==> src/rtl/clint_mh_pkg.sv <==
`default_nettype none
// ============================================================================
// Module      : clint_mh_pkg
// Description : Shared constants for the multi-hart core-local interruptor:
//               register offsets, per-hart strides, word-address helpers and
//               reset values.
// Revision    : 1.0 - initial release
// ============================================================================
package clint_mh_pkg;

  localparam int MSIP_OFS     = 'h0000;
  localparam int MSIP_STRIDE  = 4;
  localparam int MTCMP_OFS    = 'h4000;
  localparam int MTCMP_STRIDE = 8;
  localparam int MTDIV_OFS    = 'hBFF0;
  localparam int MTIME_OFS    = 'hBFF8;

  localparam logic [63:0] MTIMECMP_RST = '1;

  // Byte offset to word address (addr[23:2]); the low two address bits are
  // not part of the decode.
  function automatic logic [21:0] word_of(int ofs);
    return 22'(ofs >> 2);
  endfunction

  localparam logic [21:0] MTDIV_W = word_of(MTDIV_OFS);
  localparam logic [21:0] MTLO_W  = word_of(MTIME_OFS);
  localparam logic [21:0] MTHI_W  = word_of(MTIME_OFS + 4);

endpackage
`default_nettype wire

==> src/rtl/clint_mh_if.sv <==
`default_nettype none
// ============================================================================
// Module      : clint_mh_if
// Description : LSU SRAM-style load/store port toward the CLINT.
//   lr_sram_cs/we/addr/wdata : access strobe, direction, byte address, data
//   clint_rdat               : read data, one cycle after the access
//   clint_cs_ff              : block select delayed one cycle
// Revision    : 1.0 - initial release
// ============================================================================
interface clint_mh_if;
  logic        lr_sram_cs;
  logic        lr_sram_we;
  logic [31:0] lr_sram_addr;
  logic [31:0] lr_sram_wdata;
  logic [31:0] clint_rdat;
  logic        clint_cs_ff;

  modport master (
    output lr_sram_cs, lr_sram_we, lr_sram_addr, lr_sram_wdata,
    input  clint_rdat, clint_cs_ff
  );

  modport slave (
    input  lr_sram_cs, lr_sram_we, lr_sram_addr, lr_sram_wdata,
    output clint_rdat, clint_cs_ff
  );
endinterface
`default_nettype wire

==> src/rtl/clint_mh_hart.sv <==
`default_nettype none
// ============================================================================
// Module      : clint_hart
// Description : Per-hart slice of the CLINT: msip bit, 64-bit mtimecmp and
//               the registered timer compare against the shared mtime.
//   clk, rst_n : clock, asynchronous active-low reset
//   wr_en      : decoded write to this block
//   word       : word address addr[23:2]
//   wdata      : write data
//   mtime      : shared machine timer
//   timer_int  : registered mtime >= mtimecmp
//   soft_int   : msip bit
//   rword      : read word for this hart's registers, 0 when not addressed
// Revision    : 1.0 - initial release
// ============================================================================
module clint_hart
  import clint_mh_pkg::*;
#(
  parameter int HART_ID = 0
) (
  input  logic        clk,
  input  logic        rst_n,
  input  logic        wr_en,
  input  logic [21:0] word,
  input  logic [31:0] wdata,
  input  logic [63:0] mtime,
  output logic        timer_int,
  output logic        soft_int,
  output logic [31:0] rword
);

  localparam logic [21:0] MSIP_W  = word_of(MSIP_OFS + MSIP_STRIDE * HART_ID);
  localparam logic [21:0] CMPLO_W = word_of(MTCMP_OFS + MTCMP_STRIDE * HART_ID);
  localparam logic [21:0] CMPHI_W = word_of(MTCMP_OFS + MTCMP_STRIDE * HART_ID + 4);

  logic        msip;
  logic [63:0] mtimecmp;

  always_ff @(posedge clk or negedge rst_n) begin
    if (!rst_n) begin
      msip      <= 1'b0;
      mtimecmp  <= MTIMECMP_RST;
      timer_int <= 1'b0;
    end else begin
      if (wr_en && word == MSIP_W)  msip            <= wdata[0];
      if (wr_en && word == CMPLO_W) mtimecmp[31:0]  <= wdata;
      if (wr_en && word == CMPHI_W) mtimecmp[63:32] <= wdata;
      // Compares the register value, so a new mtimecmp takes effect on the
      // interrupt one edge after it lands.
      timer_int <= (mtime >= mtimecmp);
    end
  end

  assign soft_int = msip;

  always_comb begin
    rword = '0;
    case (word)
      MSIP_W:  rword = {31'b0, msip};
      CMPLO_W: rword = mtimecmp[31:0];
      CMPHI_W: rword = mtimecmp[63:32];
      default: rword = '0;
    endcase
  end

endmodule
`default_nettype wire

==> src/rtl/clint_mh.sv <==
`default_nettype none
// ============================================================================
// Module      : clint_mh
// Description : Multi-hart core-local interruptor. Shared 64-bit mtime with
//               programmable prescaler, per-hart msip/mtimecmp slices, and a
//               one-cycle-latency read path on the LSU SRAM port.
//   clk       : core clock
//   cpurst_n  : asynchronous active-low reset
//   bus       : LSU access port (slave side)
//   timer_int : per-hart machine timer interrupt (registered)
//   soft_int  : per-hart machine software interrupt
// Revision    : 1.0 - initial release
// ============================================================================
module clint_mh
  import clint_mh_pkg::*;
#(
  parameter int          NHART   = 1,
  parameter logic [7:0]  BASE    = 8'h02,
  parameter int          DIVW    = 8,
  parameter bit          SNAP_EN = 1'b1
) (
  input  logic             clk,
  input  logic             cpurst_n,
  clint_mh_if.slave        bus,
  output logic [NHART-1:0] timer_int,
  output logic [NHART-1:0] soft_int
);

  logic            clint_cs;
  logic            wr_en;
  logic            rd_en;
  logic [21:0]     word;
  logic            unused_addr_bits;

  logic [DIVW-1:0] mtime_div;
  logic [DIVW-1:0] cnt;
  logic            tick;
  logic [63:0]     mtime;
  logic [31:0]     snap;
  logic [31:0]     rmux;
  logic [31:0]     rdat_q;
  logic            cs_q;
  logic [31:0]     hart_rword [NHART];

  assign clint_cs         = bus.lr_sram_cs && (bus.lr_sram_addr[31:24] == BASE);
  assign wr_en            = clint_cs && bus.lr_sram_we;
  assign rd_en            = clint_cs && !bus.lr_sram_we;
  assign word             = bus.lr_sram_addr[23:2];
  assign unused_addr_bits = ^bus.lr_sram_addr[1:0];

  assign tick = (cnt == mtime_div);

  // Prescaler: one mtime increment every mtime_div+1 cycles.
  always_ff @(posedge clk or negedge cpurst_n) begin
    if (!cpurst_n) begin
      mtime_div <= '0;
      cnt       <= '0;
    end else if (wr_en && word == MTDIV_W) begin
      mtime_div <= bus.lr_sram_wdata[DIVW-1:0];
      cnt       <= '0;
    end else if (tick) begin
      cnt <= '0;
    end else begin
      cnt <= cnt + DIVW'(1);
    end
  end

  // A software write to either half replaces it and drops that cycle's
  // increment entirely, so no carry crosses into the untouched half.
  always_ff @(posedge clk or negedge cpurst_n) begin
    if (!cpurst_n) begin
      mtime <= '0;
    end else if (wr_en && word == MTLO_W) begin
      mtime[31:0] <= bus.lr_sram_wdata;
    end else if (wr_en && word == MTHI_W) begin
      mtime[63:32] <= bus.lr_sram_wdata;
    end else if (tick) begin
      mtime <= mtime + 64'd1;
    end
  end

  // Capture the upper half alongside a low-half read so a following hi read
  // is coherent even if a carry happened in between.
  always_ff @(posedge clk or negedge cpurst_n) begin
    if (!cpurst_n) begin
      snap <= '0;
    end else if (rd_en && word == MTLO_W) begin
      snap <= mtime[63:32];
    end
  end

  for (genvar h = 0; h < NHART; h++) begin : g_hart
    clint_hart #(
      .HART_ID (h)
    ) u_hart (
      .clk       (clk),
      .rst_n     (cpurst_n),
      .wr_en     (wr_en),
      .word      (word),
      .wdata     (bus.lr_sram_wdata),
      .mtime     (mtime),
      .timer_int (timer_int[h]),
      .soft_int  (soft_int[h]),
      .rword     (hart_rword[h])
    );
  end

  // Hart slices return zero unless addressed, so OR-ing them is the mux.
  always_comb begin
    rmux = '0;
    case (word)
      MTDIV_W: rmux = 32'(mtime_div);
      MTLO_W:  rmux = mtime[31:0];
      MTHI_W:  rmux = SNAP_EN ? snap : mtime[63:32];
      default: begin
        for (int h = 0; h < NHART; h++) rmux = rmux | hart_rword[h];
      end
    endcase
  end

  always_ff @(posedge clk or negedge cpurst_n) begin
    if (!cpurst_n) begin
      rdat_q <= '0;
      cs_q   <= 1'b0;
    end else begin
      rdat_q <= rd_en ? rmux : 32'h0;
      cs_q   <= clint_cs;
    end
  end

  assign bus.clint_rdat  = rdat_q;
  assign bus.clint_cs_ff = cs_q;

endmodule
`default_nettype wire

==> src/flat_wrapper.sv <==
// flat-port wrapper written by rule: the top's interface ports become plain ports
module clint_mh_flat import clint_mh_pkg::*;
#(
  parameter int          NHART   = 1,
  parameter logic [7:0]  BASE    = 8'h02,
  parameter int          DIVW    = 8,
  parameter bit          SNAP_EN = 1'b1
)
  (clk, cpurst_n, timer_int, soft_int, bus_lr_sram_cs, bus_lr_sram_we, bus_lr_sram_addr, bus_lr_sram_wdata, bus_clint_rdat, bus_clint_cs_ff);
  clint_mh_if bus_i ();
  input  logic clk;
  input  logic cpurst_n;
  output logic [NHART-1:0] timer_int;
  output logic [NHART-1:0] soft_int;
  input wire logic [$bits(bus_i.lr_sram_cs)-1:0] bus_lr_sram_cs;
  input wire logic [$bits(bus_i.lr_sram_we)-1:0] bus_lr_sram_we;
  input wire logic [$bits(bus_i.lr_sram_addr)-1:0] bus_lr_sram_addr;
  input wire logic [$bits(bus_i.lr_sram_wdata)-1:0] bus_lr_sram_wdata;
  output wire logic [$bits(bus_i.clint_rdat)-1:0] bus_clint_rdat;
  output wire logic [$bits(bus_i.clint_cs_ff)-1:0] bus_clint_cs_ff;
  assign bus_i.lr_sram_cs = bus_lr_sram_cs;
  assign bus_i.lr_sram_we = bus_lr_sram_we;
  assign bus_i.lr_sram_addr = bus_lr_sram_addr;
  assign bus_i.lr_sram_wdata = bus_lr_sram_wdata;
  assign bus_clint_rdat = bus_i.clint_rdat;
  assign bus_clint_cs_ff = bus_i.clint_cs_ff;
  clint_mh #(.NHART(NHART), .BASE(BASE), .DIVW(DIVW), .SNAP_EN(SNAP_EN)) u_core (.clk(clk), .cpurst_n(cpurst_n), .bus(bus_i), .timer_int(timer_int), .soft_int(soft_int));
endmodule
==> config.mk <==
export PLATFORM = sky130hd
export DESIGN_NAME = clint_mh_flat
export DESIGN_NICKNAME = d
export VERILOG_FILES = /design/src/rtl/clint_mh_pkg.sv /design/src/rtl/clint_mh_if.sv /design/src/rtl/clint_mh_hart.sv /design/src/rtl/clint_mh.sv /design/src/flat_wrapper.sv
export SDC_FILE = /design/constraint.sdc
export NUM_CORES = 1
export LEC_CHECK = 0
export ABC_CLOCK_PERIOD_IN_PS = 2940
export CAP_MARGIN = 20
export CELL_PAD_IN_SITES_DETAIL_PLACEMENT = 0
export CELL_PAD_IN_SITES_GLOBAL_PLACEMENT = 1
export CORE_UTILIZATION = 46
export DETAILED_ROUTE_END_ITERATION = 8
export PLACE_DENSITY_LB_ADDON = 0.1
export REMOVE_ABC_BUFFERS = 1
export SLEW_MARGIN = 40
export SYNTH_ARGS = -nofsm -noshare
export SYNTH_HDL_FRONTEND = slang
export SYNTH_SLANG_ARGS = --single-unit
==> constraint.sdc <==
create_clock -name clk -period 2.94 [get_ports clk]
set_clock_uncertainty 0.15 [all_clocks]
set_input_delay 0.441 -clock clk [delete_from_list [all_inputs] [get_ports clk]]
set_output_delay 0.441 -clock clk [all_outputs]
set_load 0.005 [all_outputs]
---- After elaboration in Yosys (flattened, before gate mapping) ----
Index checks and enable logic that the tools add are counted.
storage, ports and cells
  flip-flop bits (word level) ............. 211
  logic and storage cells ................. 48
  bits in writable memories ............... 0
  input port bits ......................... 68
  memories ................................ 0
  latch bits .............................. 0
  ROM bits ................................ 0
  output and inout bits ................... 35
operators by class
  shift-type cells ........................ 0
  reduce and logical (&&, ||, !) cells .... 16
  bitwise gates (word level) .............. 1
  divide/modulo/power cells ............... 0
  $add $sub $neg .......................... 2
  magnitude comparators ................... 1
  muxes and demuxes ....................... 9
  equal/unequal tests ..................... 8
  $mul .................................... 0
operator list
  operator               number
  $pmux 32 s3            2
  $mux 32                4
  $eq 22x14->1 const B   3
  $add 64x1->64 const B  1
  $ge 64x64->1           1
  $mux 64                1
  $eq 22x13->1 const B   2
  $logic_not 22->1       1
  $mux 8                 2
  $logic_and 1x1->1      10
  $add 8x1->8 const B    1
  $eq 8x2->1 const B     1
  $eq 8x8->1             1
  $reduce_and 2->1       2
  $reduce_bool 2->1      2
  $ne 2x1->1 const B     1
  $logic_not 1->1        1
  $not 1->1              1

---- Longest topological paths before layout ----
Gate-level depths: netlist (run 1).
  depth in word-level cells ............... 6
  depth in mapped cells ................... 9
  gate-level depth less buffers ........... 8

---- Cells and area by module ----
From an unflattened synthesis (run 1), not the netlist that was laid out.
second synthesis, totals
  cell total of the unflattened synthesis .. 1,259
  area, all modules ....................... 12,169.2 sq um
by module, submodules not included
  module      instances  cells each  sequential area each (sq um)  area an instance (sq um)
  clint_mh    1          812         3,628.5                       7,516.0
  clint_hart  1          447         1,731.7                       4,653.2

---- Least setup slack after synthesis (run 1) ----
No wires, ideal clock.
  path type ............................... input port to flip-flop
  start point ............................. in bus_lr_sram_addr[21]
  end point ............................... reg u_core.mtime_div[0]
  cell stages on the path ................. 7
  path buffers ............................ 2
  slack ................................... 0.309 ns
  setup time .............................. 0.125 ns
  required time ........................... 2.665 ns
  data arrival time ....................... 2.356 ns
  cells stage by stage .................... or4_4 > nor4_4 > and2_1 > buf_2 > and3_1 > buf_2 > mux2_2
between the ends
  cells in the longest elaborated chain, start to end .. 2
RTL lines
  item                  line                RTL
  from (decl)           flat_wrapper.sv:17  input wire logic [$bits(bus_i.lr_sram_addr)-1:0] bus_lr_sram_addr;
  $eq 22x14->1          clint_mh.sv:58      end else if (wr_en && word == MTDIV_W) begin
  $logic_and 1x1->1     clint_mh.sv:58
  to (signal assigned)  clint_mh.sv:59      mtime_div <= bus.lr_sram_wdata[DIVW-1:0];
  to (decl)             clint_mh.sv:35      logic [DIVW-1:0] mtime_div;
Every way passes these cells.
A chain may end at the register's enable or synchronous reset.

---- Worst setup path in the final report (run 1) ----
  start point ............................. reg u_core.mtime[0]
  end point ............................... reg u_core.g_hart[0].u_hart.timer_int
between the ends
  cells in the longest elaborated chain, start to end .. 1
RTL lines
  item                    line                 RTL
  from (decl)             clint_mh.sv:38       logic [63:0] mtime;
  from (signal assigned)  clint_mh.sv:74       mtime[31:0] <= bus.lr_sram_wdata;
  from (signal assigned)  clint_mh.sv:78       mtime <= mtime + 64'd1;
  $ge 64x64->1            clint_mh_hart.sv:50  timer_int <= (mtime >= mtimecmp);
  to (signal assigned)    clint_mh_hart.sv:50
  to (decl)               clint_mh_hart.sv:27  output logic timer_int,
Every way passes these cells.

==> results of run 1 <==
-- kinds of logic (layout without fill, tap and decap cells) --
logic type	Yosys count	count (layout)
and+or+nand+nor	438	438
AOI/OAI and AO/OA	299	299
DFF	211	211
buffers and inverters	156	329
muxes	124	124
adders and majority gates	66	66
xor gates and xnor gates	36	36
-- critical path: stages (launching register included) --
cell and delay, ns:
dfrtp_1 0.40, inv_1 0.10, ha_1 0.29, nand2b_1 0.15, a2111oi_1 0.44, nor4_1 0.16, buf_4 0.17, o311a_1 0.37
nor4_1 0.36, nor2_1 0.12
-- state kept, by name (all words and copies together) (netlist names) --
name and cells:
u_core.g_hart.u_hart.soft_int 1, u_core.cnt 8, u_core.mtime 64, u_core.snap 32, u_core.bus.clint_rdat 32, u_core.bus.clint_cs_ff 1, u_core.mtime_div 8, u_core.g_hart.u_hart.timer_int 1
u_core.g_hart.u_hart.mtimecmp 64
-- placed cells by master (no fill, tap or decap), types with 5 or more instances in the layout --
cell               n
xor2_1            21
nand3_1           35
mux2_2           110
ha_1              66
o21ai_0           95
o31ai_1           11
nor2_1            44
xnor2_1           15
a2bb2oi_1          6
and2_1             9
nand4_1           44
mux2i_1           12
or3_1              5
dfrtp_1          147
and3_1            22
nand2_1          197
buf_12            15
nor4_1            24
clkbuf_16         25
clkbuf_1          11
a21o_1             7
clkdlybuf4s50_1   98
a21oi_1           85
and4_1            10
dfstp_2           64
a221oi_1          33
o22ai_1           20
nor3_1            12
buf_4             90
inv_1             76
o32ai_1           10
o41ai_1            5
-- how the worst min path moves through the flow --
stage                                           start                                 end  slack, ns  cells past startpoint
after floorplan                              cpurst_n    u_core.bus.clint_cs_ff$_DFF_PN0_     -0.005                      0
after global placement    u_core.snap[26]$_DFFE_PN0P_         u_core.snap[26]$_DFFE_PN0P_       0.33                      1
after detailed placement  u_core.snap[12]$_DFFE_PN0P_         u_core.snap[12]$_DFFE_PN0P_       0.34                      1
after CTS                         bus_lr_sram_addr[2]  u_core.bus.clint_rdat[8]$_DFF_PN0_       0.31                      5
after global routing              bus_lr_sram_addr[2]  u_core.bus.clint_rdat[9]$_DFF_PN0_       0.36                      5
final                             bus_lr_sram_addr[2]  u_core.bus.clint_rdat[8]$_DFF_PN0_       0.32                      5
-- routing by layer --
layer / vias to the layer above / wire [um] / global-route usage, % / part of all wire, %
met5: - / 0 / 0 / 0
met4: 0 / 691 / 5.704 / 1.7
met3: 47 / 2207 / 3.734 / 5.6
met2: 316 / 17930 / 44.82 / 45
met1: 5434 / 18860 / 42.00 / 48
li1: 5136 / - / - / -
-- power breakdown --
group / switching, mW / total, mW / internal [mW]
clock: 1.24 / 3.00 / 1.76
sequential: 0.00113 / 2.91 / 2.91
combinational: 0.187 / 0.309 / 0.122
-- metrics by stage --
stage	hold WS (ns)	setup WS, ns
global route	0.3613	0.01568
CTS	0.3146	0.04725
global placement	0.3345	-0.2162
detailed placement	0.3397	-0.2693
floorplan	-0.004591	-1.437
finish	0.3242	0.09849
-- what timing repair did --
| item | 4_1_cts | 5_1_grt |
|---|---|---|
| resized for setup | 0 | 1 |
| hold buffers | 1 | 0 |
| buffers inserted | 0 | 0 |
| endpoints found under the setup margin | 0 | 1 |
| hold endpoints to repair | 40 | 0 |
-- area by class of cell --
type | count | area [um^2]
Timing Repair Buffer | 206 | 1987
Clock inverter | 6 | 58.81
Fill cell | 2397 | 11510
Tap cell | 341 | 426.7
Clock buffer | 40 | 721.9
Inverter | 77 | 289.0
Sequential cell | 211 | 5360
Multi-Input combinational cell | 963 | 6593
==> reports/results.ini, run 1 <==
[worst_setup_path]
r2r_setup_slack_ns=0.1
cp_data_required_time_ns=3.17
endpoint_kind=register
start_kind=register
worstReg2RegStart=u_core.mtime[0]$_DFFE_PN0P_
startpoint=u_core.mtime[0]$_DFFE_PN0P_
crit_path_max_fanout=4
worstReg2RegEnd=u_core.g_hart[0].u_hart.timer_int$_DFF_PN0_
arrival_ns=3.08
endpoint=u_core.g_hart[0].u_hart.timer_int$_DFF_PN0_
path_class=reg2reg
reg2reg_depth=9

[power_and_ir_drop]
vdd_drop_max_v=0.0004088
p_leak_nw=6.481
p_per_area_nw_per_um2=403.1
total_power_mw=6.222

[final_layout]
fin_area_um2=15440
drive_above_1_share_pct=22.16
final_cells=1844
postLayoutCoreUtil_pct=57.27
area_delta_synth_final_pct=22.44
antenna_cells=0
nets=1618

[timing]
setup_tns_ns=0
tightest_slew_ns=0.6826
fin_crit_sh_pct=96.65
rsz0062_at_grt=false
drv_slew=0
finalHoldViolCount=0
max_freq_mhz=351.9
setup_violations=0
period_minus_slack_ns=2.842
maxSlewHeadroom_pct=54.15

[placement]
port_buffers=100
place.detailed.hpwl_mm=28.75
gp_congestion=0.8862
placed_area_um2=14640
dp_cells=1797

[synthesis]
synth-seq-area-share_pct=42.52
muxShareOfSynthArea_pct=10.95
synthFlopType=dfrtp_1
synth-xor-area-share_pct=2.501
synth.cell_area_um2=12610
synth_area_leaders=dfrtp_1, dfstp_2, mux2_2
ys_ff_latch=211
ys_warn_count=0
ys_types=66
synth_compound_area_share_pct=14.61
yosysMostFrequentCell=nand2_1
synth_commonest_cells=nand2_1, dfrtp_1, mux2_2
synthAdderAreaFrac_pct=6.550
yosysTopAreaCell=dfrtp_1
synth_top_family_by_area=simple AND/OR/NAND/NOR gates
synthSimpleGateAreaFrac_pct=17.50
synth_top_area_share_pct=29.18
synth_edf_count=0
netlist_instances=1330
synthArstFlopShare_pct=100.0
syn_avg_cell_area_um2=9.479

[grt]
grt_remaining_overflow=0
grt_max_degree=80
grt_usage_pct=28.52
grt_pass1_wl_mm=62.21
antenna_found_initial=0
grt_pass1_vias=10696

[die]
dieWidth_um=167.6
coreArea_um2=26950
dieArea_um2=28070
start_util_pct=46.78
io_pins=103
rows=60
dieHeight_um=167.6

[clocking]
cts_root_buf=clkbuf_16
clockBufferDepth=3
cts_max_level=1
clkSinkCount=211
path_clk_slew_ns=0.06
clkLatencyLatePin_ns=0.53
cts_made_buffers=25
cts_tree=yes

[run]
max-cap-violations=0

[outcome]
status=finished, final reports clean

[detailed_routing]
wirelength_mm=39.70
avgRoutedWirePerCell_um=21.53
via_per_inst=5.929
drtAntennaViolNets=0
drt_pass1_iterations=5
drt_iter0_drc=831
drc=0
num_vias=10933

[hold_path]
hp-class=in2reg

(Power assumes the default switching activity.)
==> run 2, diff against run 1 <==
--- a/config.mk
+++ b/config.mk
@@ -5,7 +5,6 @@
 export SDC_FILE = /design/constraint.sdc
 export NUM_CORES = 1
 export LEC_CHECK = 0
-export ABC_CLOCK_PERIOD_IN_PS = 2940
 export CAP_MARGIN = 20
 export CELL_PAD_IN_SITES_DETAIL_PLACEMENT = 0
 export CELL_PAD_IN_SITES_GLOBAL_PLACEMENT = 1
==> results of run 2 <==
No change in the layout: final DEF, timing and power equal those of run 1.
==> run 3, diff against run 2 <==
--- a/config.mk
+++ b/config.mk
@@ -8,7 +8,8 @@
 export CAP_MARGIN = 20
 export CELL_PAD_IN_SITES_DETAIL_PLACEMENT = 0
 export CELL_PAD_IN_SITES_GLOBAL_PLACEMENT = 1
-export CORE_UTILIZATION = 46
+export CORE_UTILIZATION = 47
+export CTS_BUF_LIST = sky130_fd_sc_hd__clkbuf_8
 export DETAILED_ROUTE_END_ITERATION = 8
 export PLACE_DENSITY_LB_ADDON = 0.1
 export REMOVE_ABC_BUFFERS = 1
==> run 3 against run 2 <==
- the run now ends with DRC left
- sequential share of layout area decreased by 0.30 points
- critical path depth decreased by 1
- power increased by 2.1%
- register-to-register slack improved by 0.04 ns
- final cell count increased by 1.3%
- largest power group unchanged
==> reports/results.ini, run 3 (synthesized netlist as in run 1, its figures left out) <==
[power_and_ir_drop]
total_power_mw=6.353  ; +2.1%
p_leak_nw=6.603  ; +1.9%
seq_power_share_pct=45.8  ; -1.0 points
vdd_drop_max_v=0.0002820  ; -31%
power_switching_mw=1.491  ; +4.4%
p_sw_share_pct=23.46  ; +0.52 points
p_per_area_nw_per_um2=408.0  ; +1.2%
pwr-share-comb_pct=4.8  ; -0.2 points
clkPwrFrac_pct=49.3  ; +1.1 points
intPower_mw=4.863  ; +1.4%

[worst_setup_path]
start_kind=register
crit_path_max_fanout=2  ; -2
cp_data_required_time_ns=3.20  ; +0.03 ns
endpoint_kind=register
arrival_ns=3.06  ; -0.02 ns
path_class=reg2reg

[timing]
drv_slew=0  ; unchanged
period_minus_slack_ns=2.798  ; -0.04364 ns
setup_tns_ns=0  ; unchanged
maxSlewHeadroom_pct=54.13  ; about the same
fin_crit_sh_pct=95.17  ; -1.5 points
finalHoldViolCount=0  ; unchanged
rsz0062_at_grt=false
setup_violations=0  ; unchanged
layout_setup_ws_ns=0.1421  ; +0.04364 ns
max_freq_mhz=357.4  ; +1.6%
tightest_slew_ns=0.6881  ; +0.005490 ns

[die]
dieArea_um2=27480  ; -2.1%
rows=59  ; -1.7%
coreArea_um2=26210  ; -2.8%
start_util_pct=48.11  ; +1.3 points
dieWidth_um=165.8  ; -1.1%
io_pins=103  ; unchanged
dieHeight_um=165.8  ; -1.1%

[clocking]
cts_tree=yes
cts_root_buf=clkbuf_8
clkLatencyLatePin_ns=0.55  ; +0.02 ns
clkSinkCount=211  ; unchanged
cts_setup_buffers=0  ; unchanged
cts_made_buffers=39  ; +56%
path_clk_slew_ns=0.06  ; about the same
cts_max_level=2  ; +1
clockBufferDepth=3  ; unchanged

[outcome]
violations=DRC
status=complete, but fails checks

[final_layout]
most-common-layout-cells=nand2_1, dfrtp_1, mux2_2
nFillCells=2314  ; -3.5%
nets=1635  ; +1.1%
seq_area_um2=5360  ; unchanged
fin_area_um2=15570  ; +0.88%
drive_above_1_share_pct=23.76  ; +1.6 points
postLayoutCoreUtil_pct=59.42  ; +2.1 points
final_common_cell=nand2_1
area_delta_synth_final_pct=23.52
reg_top3=u_core.g_hart.u_hart.mtimecmp x64, u_core.mtime x64
multiInputGateArea_um2=6591  ; about the same

[run]
max-cap-violations=0  ; unchanged

[detailed_routing]
num_vias=11020  ; +0.80%
avgRoutedWirePerCell_um=20.74  ; -3.7%
drt_pass1_iterations=9  ; +4
drc=8  ; +8
wirelength_mm=38.74  ; -2.4%
via_per_inst=5.899  ; -0.50%
drtAntennaViolNets=0  ; unchanged
drt_iter0_drc=817  ; -1.7%

[placement]
dp_slack_ns=-0.2148  ; +0.05453 ns
placed_area_um2=14670  ; +0.19%
gp_congestion=0.9112  ; +2.8%
port_buffers=100  ; unchanged
place.detailed.hpwl_mm=28.61  ; -0.48%

[grt]
antenna_found_initial=0  ; unchanged
grt_pass1_vias=10874  ; +1.7%
grt_max_degree=82  ; +2.5%
grt_pass1_wl_mm=61.00  ; -2.0%
grt_remaining_overflow=0  ; unchanged
grt_usage_pct=28.45  ; -0.070 points

[hold_path]
hp-class=in2reg

[run 3: cell count changes in the layout (fill, tap and decap cells not counted), sizes merged]
cell,delta
buf,+3
clkbuf,+18
clkinv,-2
clkinvlp,+1
diode,+1
inv,+9
[run 3: worst max-delay path, stage by stage (launching register included)]
cell,delay [ns]
dfstp_2,0.53
inv_1,0.06
ha_1,0.30
nand4_1,0.23
a31oi_1,0.18
o31a_1,0.36
o311a_1,0.42
nor4_1,0.33
nor2_1,0.11
[run 3: timing repair]
item / in CTS / in global routing
hold buffers: 1 / 0
gates resized for setup: 0 / 0
setup endpoints to repair: 0 / 0
endpoints found under the hold margin: 61 / 0
[run 3: cell type report]
class | count | share of cell area, %
Inverter | 77 | 1.856
Clock buffer | 58 | 5.126
Antenna cell | 1 | 0.01607
Sequential cell | 211 | 34.42
Tap cell | 335 | 2.692
Clock inverter | 14 | 0.5785
Timing Repair Buffer | 209 | 12.98
Multi-Input combinational cell | 963 | 42.33
[run 3: per-stage QoR]
step / hold WS, ns / cells
2_1_floorplan: -0.004591 / 1251
3_3_place_gp: 0.3313 / 1794
3_5_place_dp: 0.3372 / 1794
4_1_cts: 0.3002 / 1867
5_1_grt: 0.3283 / 1867
6_report: 0.3035 / 1868
[run 3: metal layers]
layer	GRT usage, %	part of all wire [%]	vias up	routed length (um)
li1	-	-	5198	-
met1	40.49	47	5352	18020
met2	43.74	44	392	16960
met3	4.814	6.9	78	2677
met4	10.12	2.8	0	1079
met5	0	0	-	0
[run 3: path summary, 6_finish.rpt]
check                      slack, ns  cells after the start                                        startpoint                                                to
min in group asynchronous       0.34                      2                                          cpurst_n                      u_core.mtime[20]$_DFFE_PN0P_
min reg2reg                     0.35                      1                       u_core.snap[31]$_DFFE_PN0P_                       u_core.snap[31]$_DFFE_PN0P_
max                             0.14                      8  u_core.g_hart[0].u_hart.mtimecmp[11]$_DFFE_PN1P_       u_core.g_hart[0].u_hart.timer_int$_DFF_PN0_
max in group asynchronous       1.47                      3                                          cpurst_n  u_core.g_hart[0].u_hart.mtimecmp[46]$_DFFE_PN1P_
max reg2reg                     0.14                      8  u_core.g_hart[0].u_hart.mtimecmp[11]$_DFFE_PN1P_       u_core.g_hart[0].u_hart.timer_int$_DFF_PN0_
min                             0.30                      5                               bus_lr_sram_addr[2]                u_core.bus.clint_rdat[9]$_DFF_PN0_
[run 3: power groups by stage]
stage / logic, mW / clock network, mW / registers, mW
2_1_floorplan: 0.0497 / 0 / 2.96
3_3_place_gp: 0.309 / 0 / 2.96
3_5_place_dp: 0.312 / 0 / 2.96
4_1_cts: 0.314 / 3.19 / 2.91
5_1_grt: 0.338 / 3.31 / 2.91
6_report: 0.308 / 3.13 / 2.91
